**src/rtl/esi_cycle_count_responder.sv**
```systemverilog
// Cycle-count responder: answers host queries for the free-running 64-bit
// cycle counter, the core clock frequency and lap deltas over an ESI
// valid/ready request/response pair with a one-deep response register.
module esi_cycle_count_responder #(
    parameter logic [63:0] CORE_CLOCK_FREQUENCY_HZ = 64'd100_000_000
) (
    input  logic        clk,
    input  logic        rst,
    input  logic        req_valid,
    output logic        req_ready,
    input  logic [1:0]  req_op,
    output logic        resp_valid,
    input  logic        resp_ready,
    output logic [63:0] resp_data,
    output logic [1:0]  resp_op,
    output logic        resp_err,
    output logic [63:0] cycle_count
);

    typedef enum logic {
        IDLE = 1'b0,
        RESP = 1'b1
    } state_t;

    localparam logic [1:0] OP_READ_COUNT = 2'd0;
    localparam logic [1:0] OP_READ_FREQ  = 2'd1;
    localparam logic [1:0] OP_READ_LAP   = 2'd2;

    state_t      state_q;
    state_t      state_d;
    logic [63:0] count_q;
    logic [63:0] lap_q;
    logic [63:0] load_data;
    logic        load_err;
    logic        req_fire;

    assign resp_valid  = (state_q == RESP);
    assign req_ready   = rst && (!resp_valid || resp_ready);
    assign req_fire    = req_valid && req_ready;
    assign cycle_count = count_q;

    // Next-state: an accepted request always leaves a response pending;
    // a drained response with nothing new behind it returns to IDLE.
    always_comb begin
        state_d = state_q;
        case (state_q)
            IDLE: begin
                if (req_fire) begin
                    state_d = RESP;
                end
            end
            RESP: begin
                if (resp_ready && !req_fire) begin
                    state_d = IDLE;
                end
            end
            default: state_d = IDLE;
        endcase
    end

    // Response payload selected by opcode from the pre-increment counter value.
    always_comb begin
        load_data = '0;
        load_err  = 1'b0;
        case (req_op)
            OP_READ_COUNT: load_data = count_q;
            OP_READ_FREQ:  load_data = CORE_CLOCK_FREQUENCY_HZ;
            OP_READ_LAP:   load_data = count_q - lap_q;
            default: begin
                load_data = '1;
                load_err  = 1'b1;
            end
        endcase
    end

    // State register.
    always_ff @(posedge clk or negedge rst) begin
        if (!rst) begin
            state_q <= IDLE;
        end else begin
            state_q <= state_d;
        end
    end

    // Free-running cycle counter; wraps silently.
    always_ff @(posedge clk or negedge rst) begin
        if (!rst) begin
            count_q <= '0;
        end else begin
            count_q <= count_q + 64'd1;
        end
    end

    // Lap reference captures the snapshot of every accepted lap query.
    always_ff @(posedge clk or negedge rst) begin
        if (!rst) begin
            lap_q <= '0;
        end else if (req_fire && (req_op == OP_READ_LAP)) begin
            lap_q <= count_q;
        end
    end

    // Response register loads on acceptance and holds otherwise.
    always_ff @(posedge clk or negedge rst) begin
        if (!rst) begin
            resp_data <= '0;
            resp_op   <= '0;
            resp_err  <= 1'b0;
        end else if (req_fire) begin
            resp_data <= load_data;
            resp_op   <= req_op;
            resp_err  <= load_err;
        end
    end

endmodule

```
**config.mk**
```make
export PLATFORM = sky130hd
export DESIGN_NAME = esi_cycle_count_responder
export DESIGN_NICKNAME = d
export VERILOG_FILES = /design/src/rtl/esi_cycle_count_responder.sv
export SDC_FILE = /design/constraint.sdc
export NUM_CORES = 1
export LEC_CHECK = 0
export BUFFER_PORTS_ARGS = -buffer_cell sky130_fd_sc_hd__buf_2
export CAP_MARGIN = 20
export CORE_ASPECT_RATIO = 1.5
export CORE_MARGIN = 4
export CORE_UTILIZATION = 64
export DETAILED_ROUTE_END_ITERATION = 16
export PLACE_DENSITY_LB_ADDON = 0.15
export SYNTH_ARGS = -nofsm -noshare
export SYNTH_HDL_FRONTEND = slang
export SYNTH_SLANG_ARGS = --single-unit
```
**constraint.sdc**
```tcl
create_clock -name clk -period 5.94 [get_ports clk]
set_input_delay 1.188 -clock clk [delete_from_list [all_inputs] [get_ports clk]]
set_output_delay 1.188 -clock clk [all_outputs]
set_load 0.1 [all_outputs]
```
; Word level (Yosys, flattened, before mapping)
; Index checks and enable logic that the tools add are counted.
[word_totals]
mem_bits_rw = 0
input_bits = 6
regBits = 196
romBits = 0
latch_bits = 0
mem_count = 0
output_inout_bits = 133
elab_cells = 25
[classes]
eq_ne = 2
n_div = 0
addsub = 2
shifts = 0
n_mux = 5
order_cmp = 0
reduce_logical = 9
bitwise = 1
n_mul = 0
[ops]
columns = cell, n
row1 = 64-bit one-hot mux with 3 select lines, 1
row2 = "64-bit by 1-bit adder with 64-bit output, second input constant", 1
row3 = 64-bit subtractor, 1
row4 = 1-bit logical AND, 4
row5 = 1-bit 2-to-1 mux, 3
row6 = 3-bit OR reduction, 1
row7 = "2-bit by 1-bit == test with 1-bit output, second input constant", 1
row8 = "2-bit == test, second input constant", 1
row9 = 1-bit logical NOT, 2
row10 = 2-bit logical NOT, 1
row11 = 1-bit one-hot mux with 2 select lines, 1
row12 = 1-bit logical OR, 1
row13 = 1-bit NOT, 1

; Depth between registers and ports, before layout
[depth]
ltp_word = 8
depth_mapped = 13
mapped_depth_nobuf = 13

; Worst setup path after synthesis
; Ideal clock, no wire load.
[synth_timing]
kind = register to register
from = register count_q[0], in the netlist cycle_count[0]
to = register resp_data[58]
path_buffers = 0
slack_ps = 2193
path_stages_with_launch = 14
setup_ps = 94
period_less_slack_ps = 3747
t_required_ps = 5846
t_arrival_ps = 3653
path_cell_list = dfrtp_1 > inv_1 > ha_1 > fa_1 > nor2b_1 > o2111ai_1 > a21oi_1 > o31ai_1 > a211oi_2 > o21ai_2 > o21ai_4 > a31oi_4 > mux2_2 > a221oi_2
[synth_via]
elab_chain_len = 2
[synth_rtl]
columns = item, line_no
row1 = from (decl), 31  ; logic [63:0] count_q;
row2 = from (signal assigned), 90  ; count_q <= count_q + 64'd1;
row3 = 64-bit subtractor, 68  ; OP_READ_LAP: load_data = count_q - lap_q;
row4 = 64-bit one-hot mux with 3 select lines, 65  ; case (req_op)
row5 = to (signal assigned), 110  ; resp_data <= load_data;
row6 = to (decl), 14  ; output logic [63:0] resp_data,
; Every way passes these cells.
; A chain may end at the register's enable or synchronous reset.

; Worst setup path in the final report
[layout_timing]
from = register count_q[0], in the netlist cycle_count[0]
to = register resp_data[55]
; Same word-level chain as after synthesis.

==> run metrics <==
total power=4.40 mW; Tcrit/Tclk final=0.633; vias per cell=6.16; Critical Path RT=6280 ps; Max Fclk=266 MHz; die height=178 um; leakage=6.91 nW; Primary FF master, synth=dfrtp_1; R2R Path Start=cycle_count[0]; GR peak layer=met2; met2 Use GR=0.601; Hold Fails Final Rpt=0; CTS Sinks=196; hold_buf cts=0; First-pass DRT Iterations=5; fillers=1490; boundary pin count=139; P_sw=1.95 mW; Final Wtd Congestion=1.03; Final Max Slew Viols=0; met1 Track Usage GR=0.412; Seq pwr share=0.347; CTS tree=yes; met3 usage=0.0392; Die X=121 um; most numerous cell in the Yosys netlist=nand2_1; RSZ-0062 raised after global routing=false; R2R Path End=resp_data[55]; Resized Gates After CTS=0; Yosys top cell by area=dfrtp_1; Final Non-Filler Cells=1818; pin count of the biggest net entering global routing=81; CP Max Fanout=6; Root Buffer=clkbuf_16; Comb power frac=0.392; site row count=61; Post-synth top cells=nand2_1 (207), dfrtp_1 (196), a21oi_1 (135), nor2_1 (128), o21ai_0 (128); CTS max path bufs=2; kind of start point of the critical path=flop; Area Overhead vs Synth=11.4%; Worst-Skew Late Latency=450 ps; Core ar.=18700 um2; share of the synthesized area in the top cell type=0.399; Tmin final=3760 ps; status=complete, no violations; vias in the first global route=10985; Worst Hold Class=reg -> reg; H-tree levels=4; initial core utilization=0.657; worst hold slack=474 ps; DIE AREA=21500 um2; Register Area=4900 um2; Overall Global Routing Usage=0.341; Seq cells post-synth=196; post-route DRC violation count=0; Worst Hold Endpoint=resp_data[33]; final wirelength=36100 um; Switching Share=0.443; internal power=2.45 mW; layout cells sized above 1=0.132; antenna cells=0; routed len/inst=19.8 um; grt total ovfl=0; ys async rst share=1.00; max_cap viols=0; Post-DRT Antenna Nets=0; Num CTS Buffers=17; Slew @ Worst Pin=1080 ps; PwrDens=322 nW/um2; hold path cells=2; worst min-delay path startpoint=resp_data[33]; clk slew on worst S/H paths=80 ps; cells after synthesis=1461; Area contributors post-synth=dfrtp_1 (40%), ha_1 (6.6%), nand2_1 (6.3%); yosys warns=0; relative slew slack=0.278; Seq/Total Area, Yosys=0.399; Max VDD drop=0.000254 V; r2r worst-path depth=12; initial antenna violation count=0; number of port buffers=138; Final Net Count=1625; Syn Area/Cell=8.41 um2; r2r setup slk=2180 ps; crit end category=flop; routed via count=11193; Post-synth EDFFs=0; post-CTS setup buffers=0; first-pass GRT wire length=57400 um; final core occ=0.732; Final setup viols=0; Final TNS setup=0 ps; Mapped Nets=1533; clk_skew=9.44 ps; hpwl dp=26500 um; Netlist cell types=68; DRT iter0 DRCs=855; Placed Instances=1785; area occupied by multi-input gates=6760 um2; CP arrival=4100 ps; netlist area before placement=12300 um2; Crit Path Class=reg -> reg; Clock power frac=0.261
-- state kept, by name, indices dropped and copies added, names as in the netlist --
name / flops
cycle_count: 64
lap_q: 64
resp_valid: 1
resp_err: 1
resp_op: 2
resp_data: 64
-- cells by family (layout without fill, tap and decap cells) --
logic type | Yosys count | count (layout) | synth area share
AO/OA/AOI/OAI | 435 | 435 | 0.221
XOR/XNOR | 118 | 118 | 0.0841
adder cells (fa/ha/maj) | 66 | 66 | 0.0678
buffers and inverters | 165 | 270 | 0.0514
flip-flops | 196 | 196 | 0.399
multiplexers | 7 | 7 | 0.00581
AND/OR/NAND/NOR | 474 | 474 | 0.171
-- per-stage QoR --
| stage | cell area, um2 | setup slack (ps) |
|---|---|---|
| after global placement | 13100 | 2200 |
| after detailed placement | 13100 | 2180 |
| after global routing | 13700 | 2010 |
| after CTS | 13700 | 2320 |
| after floorplan | 12300 | 2190 |
| final | 13700 | 2180 |
-- critical path: stages (launching register included) --
cell and delay, ps:
dfrtp_1 430, inv_1 130, ha_1 230, nor2b_1 170, o2111a_1 330, o211ai_1 140
a21oi_1 350, a21oi_2 180, o31ai_1 690, a311o_1 350, a31oi_1 210, xor2_1 200
a221oi_1 260
-- worst max path at each step --
stage                         startpoint       endpoint  slack [ps]
final                     cycle_count[0]  resp_data[55]        2180
after global placement               rst  resp_data[59]        2200
after global routing      cycle_count[0]  resp_data[55]        2010
after CTS                 cycle_count[0]  resp_data[55]        2320
after floorplan           cycle_count[0]  resp_data[58]        2190
after detailed placement             rst  resp_data[59]        2180
-- power by group through the flow --
| stage | logic, mW | registers [mW] | clock network [mW] |
|---|---|---|---|
| floorplan | 0.721 | 2.17 | 0 |
| global placement | 1.69 | 1.55 | 0 |
| detailed placement | 1.70 | 1.55 | 0 |
| CTS | 1.72 | 1.53 | 1.16 |
| global route | 1.83 | 1.54 | 1.21 |
| finish | 1.73 | 1.53 | 1.15 |
-- routing by layer --
metal | vias to the layer above | part of all wire
li1 | 5248 | -
met1 | 5377 | 0.39
met2 | 456 | 0.51
met4 | 0 | 0.045
met5 | - | 0
met3 | 112 | 0.051
-- cell usage in the layout (no fill, tap or decap), types with 4 or more instances in the layout --
master     Yosys  routed
nand2_1      207     207
dfrtp_1      196     196
buf_2          8     137
a21oi_1      135     135
o21ai_0      128     128
nor2_1       128     127
inv_1         88      88
xnor2_1       73      73
ha_1          65      65
a21o_1        48      48
xor2_1        45      45
nand3_1       37      37
nand4_1       23      23
a221oi_1      19      19
and3_1        19      18
o31ai_1       17      17
clkbuf_16      0      17
nor3_1        15      15
o21bai_1      15      15
a31oi_1       11      11
buf_4          0      11
and2_1         8       8
o21a_1         8       8
nor2b_1        7       7
mux2i_1        6       6
and4_1         5       5
or3_1          5       5
o211ai_1       5       5
nor4_1         5       5
a21boi_0       5       5
a211o_1        4       4
o221ai_1       4       4
or2_2          4       4
inv_6          0       4
inv_8          0       4
-- layout make-up --
cell class                      instances  area share
Multi-Input combinational cell       1100       0.494
Sequential cell                       196       0.358
Timing Repair Buffer                  150      0.0586
Clock buffer                           18      0.0321
Inverter                               88      0.0241
Tap cell                              252      0.0230
Clock inverter                         14      0.0102
Power figures use the tool's default switching activity.
